<file path="config.mk">
export PLATFORM = sky130hd
export DESIGN_NAME = obj_ddr_arbiter
export DESIGN_NICKNAME = d
export VERILOG_FILES = /design/src/rtl/obj_ddr_arbiter.sv
export SDC_FILE = /design/constraint.sdc
export NUM_CORES = 1
export LEC_CHECK = 0
export BUFFER_PORTS_ARGS = -buffer_cell sky130_fd_sc_hd__buf_2
export CORE_AREA = 2 2 134 136
export CTS_BUF_LIST = sky130_fd_sc_hd__clkbuf_4 sky130_fd_sc_hd__clkbuf_8
export CTS_CLUSTER_SIZE = 28
export DETAILED_ROUTE_END_ITERATION = 12
export DIE_AREA = 0 0 136 138
export HOLD_SLACK_MARGIN = 0.08
export PLACE_DENSITY = 0.56
export SLEW_MARGIN = 20
export SYNTH_ARGS = -nofsm -noshare
export SYNTH_HDL_FRONTEND = slang
export SYNTH_SLANG_ARGS = --single-unit
</file>
<file path="constraint.sdc">
create_clock -name clk -period 13.35 [get_ports clk]
set_clock_uncertainty 0.2 [all_clocks]
set_input_delay 0.6675 -clock clk [delete_from_list [all_inputs] [get_ports clk]]
set_output_delay 0.6675 -clock clk [all_outputs]
set_load 0.03 [all_outputs]
</file>
<file path="src/rtl/obj_ddr_arbiter.sv">
// obj_ddr_arbiter: shares one DDR host port between scanout (A) and sprite draw (B).
// A has priority and is never preempted; B yields after a bounded hold while A waits.
//
// Ports:
//   clk, RESET            clock, synchronous active-high reset
//   a_*                   requester A (read-only): acquire, read, addr, burstcnt,
//                         busy, rdata_ready
//   b_*                   requester B: acquire, read, write, addr, burstcnt, wdata,
//                         byteenable, busy, rdata_ready
//   ddr_*                 host port: read, write, addr, burstcnt, wdata, byteenable,
//                         busy (stall in), rdata_ready (in)
//   ddr_rdata             read data in; fanned out directly to both requesters
//
// The grant is registered; the command path is a zero-latency mux of the owner.

module obj_ddr_arbiter #(
  parameter int ADDR_W     = 32,
  parameter int DATA_W     = 64,
  parameter int B_MAX_HOLD = 64
) (
  input  logic                clk,
  input  logic                RESET,

  input  logic                a_acquire,
  input  logic                a_read,
  input  logic [ADDR_W-1:0]   a_addr,
  input  logic [7:0]          a_burstcnt,
  output logic                a_busy,
  output logic                a_rdata_ready,

  input  logic                b_acquire,
  input  logic                b_read,
  input  logic                b_write,
  input  logic [ADDR_W-1:0]   b_addr,
  input  logic [7:0]          b_burstcnt,
  input  logic [DATA_W-1:0]   b_wdata,
  input  logic [DATA_W/8-1:0] b_byteenable,
  output logic                b_busy,
  output logic                b_rdata_ready,

  output logic                ddr_read,
  output logic                ddr_write,
  output logic [ADDR_W-1:0]   ddr_addr,
  output logic [7:0]          ddr_burstcnt,
  output logic [DATA_W-1:0]   ddr_wdata,
  output logic [DATA_W/8-1:0] ddr_byteenable,
  input  logic                ddr_busy,
  input  logic [DATA_W-1:0]   ddr_rdata,
  input  logic                ddr_rdata_ready
);

  localparam int HOLD_W = $clog2(B_MAX_HOLD + 1);

  localparam logic [1:0] S_IDLE  = 2'd0;
  localparam logic [1:0] S_OWN_A = 2'd1;
  localparam logic [1:0] S_OWN_B = 2'd2;
  localparam logic [1:0] S_DRAIN = 2'd3;

  logic [1:0]        state_q, state_d;
  logic              owner_b_q, owner_b_d;
  logic [8:0]        pend_q, pend_d;
  logic [7:0]        wbeats_q, wbeats_d;
  logic [HOLD_W-1:0] hold_q, hold_d;

  logic own_a;
  logic own_b;
  logic hold_max;
  logic b_yield;
  logic b_gate;
  logic rd_acc;
  logic wr_acc;
  logic active;
  logic [8:0] bc_eff;

  // read data is not consumed by the arbiter; requesters take it directly
  logic unused_rdata;
  assign unused_rdata = ^ddr_rdata;

  assign own_a    = (state_q == S_OWN_A);
  assign own_b    = (state_q == S_OWN_B);
  assign hold_max = (hold_q == HOLD_W'(B_MAX_HOLD));

  // B yields only between write bursts
  assign b_yield = own_b && hold_max && (wbeats_q == 8'd0);
  assign b_gate  = own_b && !b_yield;

  always_comb begin
    ddr_read       = 1'b0;
    ddr_write      = 1'b0;
    ddr_addr       = '0;
    ddr_burstcnt   = '0;
    ddr_wdata      = '0;
    ddr_byteenable = '1;
    a_busy         = 1'b1;
    b_busy         = 1'b1;
    if (own_a) begin
      ddr_read     = a_read;
      ddr_addr     = a_addr;
      ddr_burstcnt = a_burstcnt;
      a_busy       = ddr_busy;
    end
    if (b_gate) begin
      ddr_read       = b_read;
      ddr_write      = b_write;
      ddr_addr       = b_addr;
      ddr_burstcnt   = b_burstcnt;
      ddr_wdata      = b_wdata;
      ddr_byteenable = b_byteenable;
      b_busy         = ddr_busy;
    end
  end

  assign rd_acc = ddr_read  && !ddr_busy;
  assign wr_acc = ddr_write && !ddr_busy;

  // a zero burst length is treated as a single beat
  assign bc_eff = (ddr_burstcnt == 8'd0) ? 9'd1 : {1'b0, ddr_burstcnt};

  // the owner is remembered through DRAIN so returning beats still route
  assign active        = (state_q != S_IDLE);
  assign a_rdata_ready = ddr_rdata_ready && active && !owner_b_q;
  assign b_rdata_ready = ddr_rdata_ready && active &&  owner_b_q;

  always_comb begin
    pend_d = pend_q;
    if (rd_acc) begin
      pend_d = pend_d + bc_eff;
    end
    // stray beats with nothing outstanding must not wrap the counter
    if (ddr_rdata_ready && (pend_q != 9'd0)) begin
      pend_d = pend_d - 9'd1;
    end
  end

  always_comb begin
    wbeats_d = wbeats_q;
    if (wr_acc) begin
      if (wbeats_q == 8'd0) begin
        wbeats_d = (ddr_burstcnt == 8'd0) ? 8'd0 : ddr_burstcnt - 8'd1;
      end else begin
        wbeats_d = wbeats_q - 8'd1;
      end
    end
  end

  always_comb begin
    state_d   = state_q;
    owner_b_d = owner_b_q;
    hold_d    = hold_q;
    unique case (state_q)
      S_IDLE: begin
        if (a_acquire) begin
          state_d   = S_OWN_A;
          owner_b_d = 1'b0;
        end else if (b_acquire) begin
          state_d   = S_OWN_B;
          owner_b_d = 1'b1;
        end
      end
      S_OWN_A: begin
        if (!a_acquire) begin
          state_d = S_DRAIN;
        end
      end
      S_OWN_B: begin
        if (!b_acquire || b_yield) begin
          state_d = S_DRAIN;
        end else if (a_acquire && !hold_max) begin
          hold_d = hold_q + HOLD_W'(1);
        end
      end
      S_DRAIN: begin
        if ((pend_d == 9'd0) && (wbeats_d == 8'd0)) begin
          state_d = S_IDLE;
        end
      end
      default: begin
        state_d = S_IDLE;
      end
    endcase
    if (state_d != S_OWN_B) begin
      hold_d = '0;
    end
  end

  always_ff @(posedge clk) begin
    if (RESET) begin
      state_q   <= S_IDLE;
      owner_b_q <= 1'b0;
      pend_q    <= '0;
      wbeats_q  <= '0;
      hold_q    <= '0;
    end else begin
      state_q   <= state_d;
      owner_b_q <= owner_b_d;
      pend_q    <= pend_d;
      wbeats_q  <= wbeats_d;
      hold_q    <= hold_d;
    end
  end

endmodule

</file>
* After elaboration in Yosys (flattened, before gate mapping)
Cells that the tools add are included.
** Operators by class
- Bitwise operators :: 1
- Equality and inequality tests :: 5
- Reductions and logical operators :: 28
- Add/sub/neg operators :: 5
- Mux-type cells :: 25
** Operator list (number)
- 32-bit two-way mux :: 2
- 64-bit two-way mux :: 1
- 8-bit two-way mux :: 7
- 8-bit zero test :: 3
- 9-bit two-way mux :: 2
- 8-bit by 1-bit subtractor with 8-bit output, second input constant :: 2
- 1-bit logical AND :: 11
- 2-bit two-way mux :: 5
- 9-bit by 8-bit adder with 9-bit output :: 1
- 9-bit zero test :: 1
- 9-bit nonzero test :: 1
- 9-bit by 1-bit subtractor with 9-bit output, second input constant :: 1
- 2-bit one-hot mux with 4 select lines :: 1
- 7-bit by 1-bit adder with 7-bit output, second input constant :: 1
- 7-bit == test, second input constant :: 1
- 1-bit two-way mux :: 7
- 1-bit zero test :: 5
- 2-bit == test, second input constant :: 2
- 2-bit nonzero test :: 2
- 3-bit AND reduction :: 1
- 2-bit by 1-bit == test with 1-bit output, second input constant :: 1
- 2-bit zero test :: 1
- 2-bit != test, second input constant :: 1
- 2-bit AND reduction :: 1
- other kinds (3) :: 3
** Storage, ports and cells
- Logic and storage cells :: 69
- Output and inout port bits :: 118
- Register bits :: 27
- Input bits :: 225

* Logic depth before layout (Yosys ltp)
Gate-level depths: netlist (run 1).
- Depth in word-level cells :: 18
- Mapped depth :: 24
- Mapped depth without buffers :: 22

* Worst setup path before layout (run 1)
OpenSTA, ideal clock, no wires.
- Path type :: register to register
- From :: register wbeats_q[0]
- To :: register state_q[0]
- Required time :: 13020 ps
- Cell stages (with the launch flop) :: 25
- Slack :: 7553 ps
- Period minus slack after synthesis :: 5797 ps
- Arrival time :: 5467 ps
- Setup time :: 130 ps
- Path through :: dfxtp_1 > inv_1 > ha_1 > or3b_2 > or4_4 > buf_6 > and2_1 > clkbuf_1 > a22o_1 > inv_1 > ha_1 > o21ai_0 > a31o_2 > o21ai_1 > ha_1 > fa_1 > nand3_1 > a21oi_1 > o22ai_1 > or2_2 > o31ai_1 > nand2_1 > or3_1 > a2111oi_2 > o31ai_1
** On the way
- Cells in the longest elaborated chain, start to end :: 15
- Elaborated cells between the ends (all ways) :: 27
** RTL lines
- from (decl) :: RTL line 62 : logic [7:0] wbeats_q, wbeats_d;
- from (signal assigned) :: RTL line 197 : wbeats_q <= wbeats_d;
- 8-bit zero test (*) :: RTL line 84 : assign b_yield = own_b && hold_max && (wbeats_q == 8'd0);
- 1-bit logical AND (*) :: RTL line 84
- 1-bit zero test (*) :: RTL line 85 : assign b_gate = own_b && !b_yield;
- 1-bit logical AND (*) :: RTL line 85
- 8-bit two-way mux (*) :: RTL line 102 : if (b_gate) begin
- named net ddr_burstcnt[1] :: RTL line 44 : output logic [7:0] ddr_burstcnt,
- 8-bit zero test :: RTL line 117, 139
- 8-bit two-way mux :: RTL line 117 : assign bc_eff = (ddr_burstcnt == 8'd0) ? 9'd1 : {1'b0, ddr_burstcnt};
- 9-bit by 8-bit adder with 9-bit output :: RTL line 127 : pend_d = pend_d + bc_eff;
- 9-bit two-way mux :: RTL line 126 : if (rd_acc) begin
- 9-bit by 1-bit subtractor with 9-bit output :: RTL line 131 : pend_d = pend_d - 9'd1;
- 9-bit two-way mux :: RTL line 130 : if (ddr_rdata_ready && (pend_q != 9'd0)) begin
- 9-bit zero test :: RTL line 173 : if ((pend_d == 9'd0) && (wbeats_d == 8'd0)) begin
- 1-bit logical AND (*) :: RTL line 173
- 2-bit two-way mux (*) :: RTL line 173
- 2-bit one-hot mux with 4 select lines (*) :: RTL line 150 : unique case (state_q)
- to (signal assigned) :: RTL line 194 : state_q <= state_d;
- to (decl) :: RTL line 59 : logic [1:0] state_q, state_d;
The timed path passes the listed nets; every way through them passes the cells marked *.
A chain may end at the register's enable or synchronous reset.

* Final worst setup path (run 1)
- From :: register wbeats_q[0]
- To :: register state_q[0]
** On the way
- Cells in the longest elaborated chain, start to end :: 15
- Elaborated cells between the ends (all ways) :: 27
** RTL lines (RTL line)
- 8-bit zero test :: 84, 138
- 1-bit logical AND :: 84
- 1-bit zero test :: 85
- 1-bit logical AND :: 85
- 8-bit two-way mux :: 102
- 8-bit zero test :: 117, 139
- 8-bit two-way mux :: 117
- 9-bit by 8-bit adder with 9-bit output :: 127
- 9-bit two-way mux :: 126
- 9-bit by 1-bit subtractor with 9-bit output :: 131
- 9-bit two-way mux :: 130
- 9-bit zero test :: 173
- 1-bit logical AND :: 173
- 2-bit two-way mux :: 173
- 2-bit one-hot mux with 4 select lines (*) :: 150
Mark *: on every way between the ends. The rest lies on a longest branch, timed or not.

==> summary.md, run 1 <==
| Metric | Value |
|---|---|
| Final non-filler cell total | `940` |
| Pre-Repair DR Iteration Count | `4` |
| Crit Path Class | `flip-flop to flip-flop` |
| # fillers | `1973` |
| First-pass GRT wire length | `between 20 and 30 mm` |
| Design area | `4974 µm²` |
| Via density | `4.853` |
| Util after Layout | `0.2836` |
| Total power | `749.1 µW` |
| Synth Area in XOR/XNOR | `0.04948` |
| GRT Util Overall | `0.1882` |
| Post-Place Cells | `936` |
| Wirelength, routed | `19.01 mm` |
| Final min period | `6975 ps` |
| Die Y | `138 µm` |
| Yosys warning count | `0` |
| Compound-cell area share of the yosys netlist | `0.2705` |
| Hold buffers post-CTS | `0` |
| WP data required | `13300 ps` |
| Row cnt | `49` |
| Largest net degree at the start of global routing | `82` |
| Power Density | `150.6 nW/µm²` |
| Synth area leader | `dfxtp_1` |
| Worst slew pin tran | `961.9 ps` |
| Initial antenna violation count | `0` |
| Simple-gate share of the synthesized area | `0.3783` |
| Adder-Cell Fraction of Synth Area | `0.05804` |
| Setup TNS | `0 ps` |
| Final Wtd Congestion | `roughly 0.95` |
| Startpoint Class | `flip-flop` |
| Worst Path Arrival | `6930 ps` |
| H-tree Lvls | `1` |
| Place WS | `about 6400 ps` |
| Overflow after GRT | `0` |
| Largest family of logic cells by synthesized area | `simple AND/OR/NAND/NOR gates` |
| MaxCap Viol Count | `0` |
| Sequential element share of the synthesized area | `0.1607` |
| Final WS setup | `~6400 ps` |
| Syn Area/Cell | `7.280 µm²` |
| Worst Path Max Fanout | `81` |
| Die ar. | `between 15000 and 20000 µm²` |
| Core area | `17530 µm²` |
| Mux share of post-synthesis cell area | `0.02455` |
| Iter 0 DRT Violations | `220` |
| Slew HR | `0.3588` |
| # setup viols final | `0` |
| Post_cts resized | `0` |
| Post-synthesis instance area | `3363 µm²` |
| Top_reg_cell synth | `dfxtp_1` |
| Area after DPL | `about 4900 µm²` |
| HP Class | `flip-flop to flip-flop` |
| Port Buffers | `278` |
| Hold WS | `326.9 ps` |
| Routed WL per cell | `20.22 µm` |
| Clock sinks | `27` |
| Syn nets | `approximately 700` |
| Leak | `about 2.7 nW` |
| Most frequent cells in the layout | `buf_2 (278), and3_1 (70), nor2_1 (45)` |
| HPWL after DPL | `15.75 mm` |
| Worst-path clk slew | `approximately 120 ps` |
| Status | `complete, no violations` |
| Synth top area share | `0.1607` |
| Area delta synth->final | `47.88%` |
| CTS tree | `built` |
| Max-slew violation count | `0` |
| Ys async rst share | `0` |
| Number of synthesized flops with an enable pin | `0` |
| Most common cell after layout, fill and taps aside | `buf_2` |
| Fraction of layout instances using a drive strength above 1 | `0.4290` |
| Clock Tree Root | `clkbuf_8` |
| RSZ-0062 raised after global routing | `false` |
| Gate count after technology mapping | `462` |
| VDD IR-drop max | `approximately 0.044 mV` |
| Final Cycle Share | `0.5224` |
| Vias in the first global route | `4175` |
| Post-CTS setup buffer count | `0` |
| Post-DRT Antenna Nets | `0` |
| Clk Latency, worst-skew pair | `290 ps` |
| Top cells by area, synth | `dfxtp_1 (16%), and3_1 (13%), a22o_1 (10%)` |
| Critical path capture point type | `flip-flop` |
| Starting Density | `0.1918` |
| Antenna Cells | `0` |
| DRC | `0` |
| Clk buf depth | `2` |
| Synth cell types | `60` |
| Routed vias | `4562` |
| # nets final | `952` |
| IO Pins | `343` |
| Synth Register Bits | `27` |
| Fin. Hold Viols | `0` |
| Fmax | `143.4 MHz` |
| Total CTS buffers | `3` |
| Die width | `136 µm` |
cell usage after synthesis, types with 8 or more instances:
cell / n
a21oi_1: 21
a22o_1: 40
a32o_1: 8
and3_1: 70
clkbuf_1: 30
dfxtp_1: 27
ha_1: 14
inv_1: 11
nand2_1: 26
nand2b_1: 12
nand3_1: 8
nor2_1: 45
nor2b_1: 9
nor3_1: 13
o21ai_0: 10
or3_1: 8
xor2_1: 12
state kept, by name, indices dropped and copies added, names as in the netlist:
signal     flops
wbeats_q       8
owner_b_q      1
state_q        2
hold_q         7
pend_q         9
report_power, final:
group / total [mW] / switching [mW] / internal [mW]
Combinational: 0.578 / 0.370 / 0.207
Clock: 0.0520 / 0.0307 / 0.0213
Sequential: 0.119 / 0.0230 / 0.0964
final cells by class:
type                            count  area, µm²  share of cell area
Clock buffer                        3      41.29            0.008302
Tap cell                          229      286.5             0.05761
Timing Repair Buffer              281       1414              0.2843
Multi-Input combinational cell    388       2643              0.5313
Inverter                           11      41.29            0.008302
Clock inverter                      1      7.507            0.001509
Sequential cell                    27      540.5              0.1087
worst max-delay path: stages, from the launching register on:
cell and delay, ps:
dfxtp_1 380, inv_1 90, ha_1 160, or3b_2 460, or4_4 850, and2_2 600, a22o_1 420, inv_1 90
ha_1 180, o21ai_0 120, a31o_2 280, o21ai_1 280, ha_1 270, fa_1 250, nand3_1 100, a21oi_1 170
o22ai_1 120, or2_2 320, o31ai_1 340, nand2_1 130, or3_1 370, a2111oi_2 510, o31ai_1 110
worst paths after layout:
path                from          to  slack (ps)  depth (start not counted)
max          wbeats_q[0]  state_q[0]        6380                         22
min            hold_q[6]   hold_q[6]         330                          2
max reg2reg  wbeats_q[0]  state_q[0]        6380                         22
min reg2reg    hold_q[6]   hold_q[6]         330                          2
layer usage:
layer  vias to the layer above  share of wire  GRT usage  wire, µm
li1                       2232              -          -         -
met1                      2100           0.38     0.2072      7226
met2                       194           0.50     0.3446      9511
met3                        36          0.056    0.01944      1063
met4                         0          0.063     0.1086      1204
met5                         -              0          0         0
logic make-up after synthesis:
family	after synthesis
compound gates	120
xor+xnor	19
fa+ha+maj	15
buf+inv	47
flops	27
mux	7
simple gates	227
No activity file was read; power rests on OpenSTA's default activity.
==> run 2, diff against run 1 <==
--- a/config.mk
+++ b/config.mk
@@ -5,14 +5,15 @@
 export SDC_FILE = /design/constraint.sdc
 export NUM_CORES = 1
 export LEC_CHECK = 0
+export ABC_AREA = 1
 export BUFFER_PORTS_ARGS = -buffer_cell sky130_fd_sc_hd__buf_2
-export CORE_AREA = 2 2 134 136
+export CORE_AREA = 2 2 135 137
 export CTS_BUF_LIST = sky130_fd_sc_hd__clkbuf_4 sky130_fd_sc_hd__clkbuf_8
 export CTS_CLUSTER_SIZE = 28
 export DETAILED_ROUTE_END_ITERATION = 12
-export DIE_AREA = 0 0 136 138
+export DIE_AREA = 0 0 137 139
 export HOLD_SLACK_MARGIN = 0.08
-export PLACE_DENSITY = 0.56
+export PLACE_DENSITY = 0.57
 export SLEW_MARGIN = 20
 export SYNTH_ARGS = -nofsm -noshare
 export SYNTH_HDL_FRONTEND = slang
==> constraint.sdc (replaced) <==
create_clock -name clk -period 6.7 [get_ports clk]
set_clock_uncertainty 0.2 [all_clocks]
set_input_delay 0.335 -clock clk [delete_from_list [all_inputs] [get_ports clk]]
set_output_delay 0.335 -clock clk [all_outputs]
set_load 0.03 [all_outputs]
==> run 2 against run 1 <==
Compared with the run above:
- register-to-register slack got worse by 5000 ps
- first-iteration DRC count rose by 18%
- fmax increased by 31%
- count of clock-buffer cells in the layout is 1 higher
- critical path depth is 11 higher
- utilization grew 1.5 points
- hold slack worse by 140 ps
- combinational power rose by 41%
- critical path type unchanged
- highest routed layer unchanged
==> summary.md, run 2 <==
| Metric | Value |
|---|---|
| Biggest register | `pend_q` |
| Syn nets | `876 (+25%)` |
| Row cnt | `49 (unchanged)` |
| Sequential element share of the synthesized area | `0.1490 (-0.01170)` |
| Area occupied by multi-input gates | `2509 µm² (-5.1%)` |
| # nets final | `1139 (+20%)` |
| Top_reg_cell synth | `dfxtp_1` |
| Post-synthesis instance area | `3627 µm² (+7.8%)` |
| Synth area leader | `dfxtp_1` |
| Slew HR | `0.5552 (+0.1964)` |
| VDD IR-drop max | `0.06834 mV (+55%)` |
| Wirelength, routed | `18.03 mm (-5.2%)` |
| H-tree Lvls | `1 (unchanged)` |
| Core area | `17660 µm² (+0.70%)` |
| Hold buffers post-CTS | `0 (unchanged)` |
| Die width | `137 µm (+0.74%)` |
| R2R setup slack | `1390 ps (-4990 ps)` |
| Routed vias | `4855 (+6.4%)` |
| Max FFs per register | `9 (unchanged)` |
| # setup viols final | `0 (unchanged)` |
| Pre-Repair DR Iteration Count | `6 (+2)` |
| Final Cycle Share | `0.7926 (+0.2701)` |
| Worst Path Arrival | `5330 ps (-1600 ps)` |
| Fmax | `188.3 MHz (+31%)` |
| Final WS setup | `1390 ps (-4986 ps)` |
| Worst path slowest cell | `fa_1` |
| Leak | `3.395 nW (+24%)` |
| Total power | `1.134 mW (+51%)` |
| Crit Path Class | `flip-flop to flip-flop` |
| IO Pins | `343 (unchanged)` |
| Syn Area/Cell | `5.703 µm² (-22%)` |
| Clk buf depth | `2 (unchanged)` |
| Hold WS | `182.0 ps (-144.8 ps)` |
| Clock sinks | `27 (unchanged)` |
| CTS tree | `built` |
| Via density | `4.300 (-11%)` |
| Max-slew violation count | `0 (unchanged)` |
| Most common cell after layout, fill and taps aside | `buf_2` |
| RSZ-0062 raised after global routing | `false` |
| MaxCap Viol Count | `0 (unchanged)` |
| Clk Latency, worst-skew pair | `280 ps (about the same)` |
| Final Wtd Congestion | `0.9240 (-2.5%)` |
| Post_cts resized | `0 (unchanged)` |
| Routed WL per cell | `15.97 µm (-21%)` |
| Synth Register Bits | `27 (unchanged)` |
| Setup TNS | `0 ps (unchanged)` |
| Initial antenna violation count | `5 (+5)` |
| Gate count after technology mapping | `636 (+38%)` |
| Port Buffers | `278 (unchanged)` |
| HPWL after DPL | `15.74 mm (about the same)` |
| Worst path bufs/invs | `5 (+3)` |
| Number of synthesized flops with an enable pin | `0 (unchanged)` |
| Die Y | `139 µm (+0.72%)` |
| First-pass GRT wire length | `26.83 mm (+1.9%)` |
| Clock Tree Root | `clkbuf_8` |
| DRC | `0 (unchanged)` |
| Fin. Hold Viols | `0 (unchanged)` |
| HP Class | `primary input to flip-flop` |
| Fraction of layout instances using a drive strength above 1 | `0.3842 (-0.04479)` |
| GRT Util Overall | `0.1862 (-0.001956)` |
| Critical path capture point type | `flip-flop` |
| Cell with the most instances after synthesis | `nand2_1` |
| Storage cell area | `540.5 µm² (unchanged)` |
| Power Density | `215.2 nW/µm² (+43%)` |
| Vias in the first global route | `4719 (+13%)` |
| Place WS | `1360 ps (-5080 ps)` |
| Post-synth top cells | `nand2_1 (139), nor2_1 (122), inv_1 (114), nand3_1 (35), a22o_1 (32)` |
| # fillers | `2058 (+4.3%)` |
| Largest net degree at the start of global routing | `71 (-13%)` |
| Final min period | `5310 ps (-1664 ps)` |
| Startpoint Class | `flip-flop` |
| Worst slew pin tran | `667.2 ps (-294.7 ps)` |
| Post-DRT Antenna Nets | `0 (unchanged)` |
| Yosys warning count | `0 (unchanged)` |
| Status | `complete, no violations` |
| Registers with the most flip-flops | `pend_q (9), wbeats_q (8), hold_q (7)` |
| Starting Density | `0.2054 (+0.01362)` |
| Iter 0 DRT Violations | `260 (+18%)` |
| Total CTS buffers | `3 (unchanged)` |
| Synth cell types | `38 (-37%)` |
| Area delta synth->final | `45.36%` |
| WP data required | `6720 ps (-6580 ps)` |
| Ys async rst share | `0 (unchanged)` |
| Synth top area share | `0.1490 (-0.01170)` |
| CP delay by family, top | `simple AND/OR/NAND/NOR gates` |
| Worst Path Max Fanout | `13 (-84%)` |
| Crit path largest cell delay | `420 ps (-430 ps)` |
| Die ar. | `19040 µm² (+1.5%)` |
| Most frequent cells in the layout | `buf_2 (278), nand2_1 (139), nor2_1 (122)` |
| Worst-path clk slew | `100 ps (-20 ps)` |
| Cell mode on critical path | `nand2_1` |
| Top cells by area, synth | `dfxtp_1 (15%), nand2_1 (14%), nor2_1 (13%)` |
| Overflow after GRT | `0 (unchanged)` |
| Post-CTS setup buffer count | `0 (unchanged)` |
## run 2: final cells by class
class / instances / share of cell area
tap: 229 / 0.05434
antenna: 2 / 0.0009492
multi-input combinational: 461 / 0.4758
inverter: 125 / 0.08899
clock buffer: 4 / 0.009255
timing repair buffer: 281 / 0.2682
sequential: 27 / 0.1025
## run 2: cells by family after synthesis
logic type	after synthesis	share of synthesized area
xor+xnor	13	0.03139
fa+ha+maj	15	0.05381
simple gates	362	0.4643
compound gates	71	0.1387
flops	27	0.1490
buf+inv	148	0.1628
## run 2: worst register-to-register path, delay by kind of cell (launching register included)
family	cells	cell delay, ps
AOI/OAI and AO/OA	1	200
DFF	1	330
buffers and inverters	5	440
adders and majority gates	5	1230
and+or+nand+nor	22	2840
## run 2: path summary, 6_finish.rpt
path               start          to  depth (start not counted)
min reg2reg    owner_b_q   owner_b_q                          2
max          wbeats_q[0]   hold_q[3]                         33
max reg2reg  wbeats_q[0]   hold_q[3]                         33
min            b_acquire  state_q[1]                          3
## run 2: metrics by stage
step | cell area [µm²] | instances | util
finish | 5273 | 1129 | 0.2986
global placement | 5219 | 1123 | 0.2956
detailed placement | 5219 | 1123 | 0.2956
floorplan | 3627 | 636 | -
global route | 5273 | 1129 | 0.2986
CTS | 5268 | 1127 | 0.2983
## run 2: where the power goes
part	internal, mW	switching, mW
Combinational	0.271	0.546
Sequential	0.186	0.0283
Clock	0.0468	0.0557
## run 2: routing by layer
metal	wire length, µm	GRT usage	vias to the layer above
met5	0	0	-
met4	899	0.08302	0
met3	945	0.02010	31
met2	9158	0.3354	191
met1	7022	0.2184	2144
li1	-	-	2489
==> run 3, diff against run 2 <==
==> constraint.sdc (replaced) <==
create_clock -name clk -period 5.33 [get_ports clk]
set_clock_uncertainty 0.2 [all_clocks]
set_input_delay 0.2665 -clock clk [delete_from_list [all_inputs] [get_ports clk]]
set_output_delay 0.2665 -clock clk [all_outputs]
set_load 0.03 [all_outputs]
==> run 3 against run 2 <==
Compared with the run above:
- count of clock-buffer cells in the layout did not move
- sequential share of layout area fell by 0.16 points
- final cell count rose by 0.71%
- first-iteration DRC count fell by 6.9%
- largest power group unchanged
==> summary.md, run 3 (same netlist as run 2, synthesis figures left out) <==
| Metric | Value |
|---|---|
| Clock Tree Root | `clkbuf_8` |
| Reg2reg start | `wbeats_q[0]` |
| H-tree Lvls | `1 (unchanged)` |
| Slew HR | `0.4942 (-0.06101)` |
| Worst R2R Path Depth | `33 (unchanged)` |
| Util after Layout | `0.3033 (+0.004677)` |
| CTS tree | `built` |
| HP Start | `b_acquire` |
| Crit Path Class | `flip-flop to flip-flop` |
| Port Buffers | `278 (unchanged)` |
| Vias in the first global route | `4722 (+0.064%)` |
| GRT Util Overall | `0.1870 (+0.0007097)` |
| Final min period | `4787 ps (-523.1 ps)` |
| Clk Latency, worst-skew pair | `280 ps (about the same)` |
| Int Pwr | `642.2 µW (+27%)` |
| WP data required | `5340 ps (-1380 ps)` |
| Flop pwr share | `0.187 (-0.002)` |
| Worst-path clk slew | `110 ps (about the same)` |
| IO Pins | `343 (unchanged)` |
| Biggest register | `pend_q` |
| First-pass GRT wire length | `26.86 mm (+0.13%)` |
| Critical path capture point type | `flip-flop` |
| Power Density | `269.7 nW/µm² (+25%)` |
| Hold Path Depth | `3 (unchanged)` |
| Initial antenna violation count | `4 (-1)` |
| R2R setup slack | `540 ps (-850 ps)` |
| R2r endpoint | `hold_q[3]` |
| Iter 0 DRT Violations | `242 (-6.9%)` |
| Clk buf depth | `2 (unchanged)` |
| Most common cell after layout, fill and taps aside | `buf_2` |
| Clock network power share | `0.089 (about the same)` |
| Largest net degree at the start of global routing | `77 (+8.5%)` |
| Fmax | `208.9 MHz (+11%)` |
| HPWL after DPL | `15.98 mm (+1.6%)` |
| Core area | `17660 µm² (unchanged)` |
| MaxCap Viol Count | `0 (unchanged)` |
| Starting Density | `0.2054 (unchanged)` |
| Via density | `4.287 (-0.32%)` |
| CP delay by family, top | `simple AND/OR/NAND/NOR gates` |
| Pre-Repair DR Iteration Count | `4 (-2)` |
| Comb power frac | `0.724 (+0.004)` |
| Routed vias | `4874 (+0.39%)` |
| WHS Endpoint | `state_q[1]` |
| Cell mode on critical path | `nand2_1` |
| # setup viols final | `0 (unchanged)` |
| Worst Path Arrival | `4800 ps (-530 ps)` |
| RSZ-0062 raised after global routing | `false` |
| Wirelength, routed | `18.23 mm (+1.2%)` |
| Worst Path Max Fanout | `7 (-6)` |
| Post-DRT Antenna Nets | `0 (unchanged)` |
| Max FFs per register | `9 (unchanged)` |
| Switching pwr | `802.3 µW (+27%)` |
| Total CTS buffers | `3 (unchanged)` |
| Startpoint Class | `flip-flop` |
| Fraction of layout instances using a drive strength above 1 | `0.3956 (+0.01139)` |
| Overflow after GRT | `0 (unchanged)` |
| Die Y | `139 µm (unchanged)` |
| Area delta synth->final | `47.64%` |
| Most frequent cells in the layout | `buf_2 (278), nand2_1 (137), nor2_1 (121)` |
| Worst path bufs/invs | `5 (unchanged)` |
| Crit path largest cell delay | `420 ps (about the same)` |
| Setup TNS | `0 ps (unchanged)` |
| Routed WL per cell | `16.04 µm (+0.45%)` |
| Worst path slowest cell | `fa_1` |
| # nets final | `1146 (+0.61%)` |
| DRC | `0 (unchanged)` |
| Leak | `3.428 nW (+0.97%)` |
| Hold buffers post-CTS | `0 (unchanged)` |
| HP Class | `primary input to flip-flop` |
| Fin. Hold Viols | `0 (unchanged)` |
| Final Wtd Congestion | `0.9220 (-0.22%)` |
| Row cnt | `49 (unchanged)` |
| Die width | `137 µm (unchanged)` |
| Worst slew pin tran | `758.7 ps (+91.52 ps)` |
| Max-slew violation count | `0 (unchanged)` |
| VDD IR-drop max | `0.09695 mV (+42%)` |
| Final Cycle Share | `0.8981 (+0.1056)` |
| Clock sinks | `27 (unchanged)` |
| Sw frac | `0.5554 (about the same)` |
| Status | `complete, no violations` |
| Registers with the most flip-flops | `pend_q (9), wbeats_q (8), hold_q (7)` |
| Die ar. | `19040 µm² (unchanged)` |
[run 3: cell type report]
class	count	area, µm²
multi-input combinational	461	2536
fill	2040	12300
inverter	125	469.2
antenna	3	7.507
tap	229	286.5
timing repair buffer	288	1466
clock buffer	4	48.80
sequential	27	540.5
[run 3: what timing repair did]
item	4_1_cts	5_1_grt
setup buffers	0	0
endpoints found under the hold margin	0	0
gates resized for setup	0	8
endpoints found under the setup margin	0	8
[run 3: metrics by stage]
| stage | cell area (µm²) | hold slack [ps] | cells | total power, mW | worst slack, ps |
|---|---|---|---|---|---|
| finish | 5355 | 121.4 | 1137 | 1.445 | 543.0 |
| global route | 5355 | 116.8 | 1137 | 1.584 | 36.77 |
| CTS | 5320 | 122.8 | 1134 | 1.441 | 278.2 |
| detailed placement | 5271 | 313.8 | 1130 | 1.308 | 335.0 |
| global placement | 5271 | 307.2 | 1130 | 1.305 | 388.7 |
| floorplan | 3627 | 254.6 | 636 | 1.007 | 682.2 |
[run 3: worst min-delay path, cell delays in order]
cell and delay (ps):
buf_2 130, nand3_1 100, a21oi_1 70
[run 3: worst max path at each step]
stage | from | end | depth (start not counted)
2_1_floorplan | wbeats_q[0] | hold_q[0] | 34
5_1_grt | hold_q[0] | hold_q[1] | 35
3_3_place_gp | wbeats_q[0] | hold_q[1] | 33
3_5_place_dp | wbeats_q[0] | hold_q[3] | 33
4_1_cts | wbeats_q[0] | hold_q[3] | 33
6_report | wbeats_q[0] | hold_q[3] | 33
[run 3: per-layer routing]
layer | vias up | GRT usage | share of wire
met1 | 2173 | 0.2160 | 0.40
met2 | 162 | 0.3284 | 0.50
met3 | 31 | 0.02156 | 0.043
met5 | - | 0 | 0
li1 | 2508 | - | -
met4 | 0 | 0.1063 | 0.063
[run 3: power groups by stage]
stage / logic (mW) / clock network [mW] / registers (mW)
3_5_place_dp: 1.03 / 0 / 0.274
3_3_place_gp: 1.03 / 0 / 0.275
2_1_floorplan: 0.744 / 0 / 0.263
5_1_grt: 1.17 / 0.143 / 0.275
4_1_cts: 1.04 / 0.132 / 0.270
6_report: 1.05 / 0.128 / 0.270
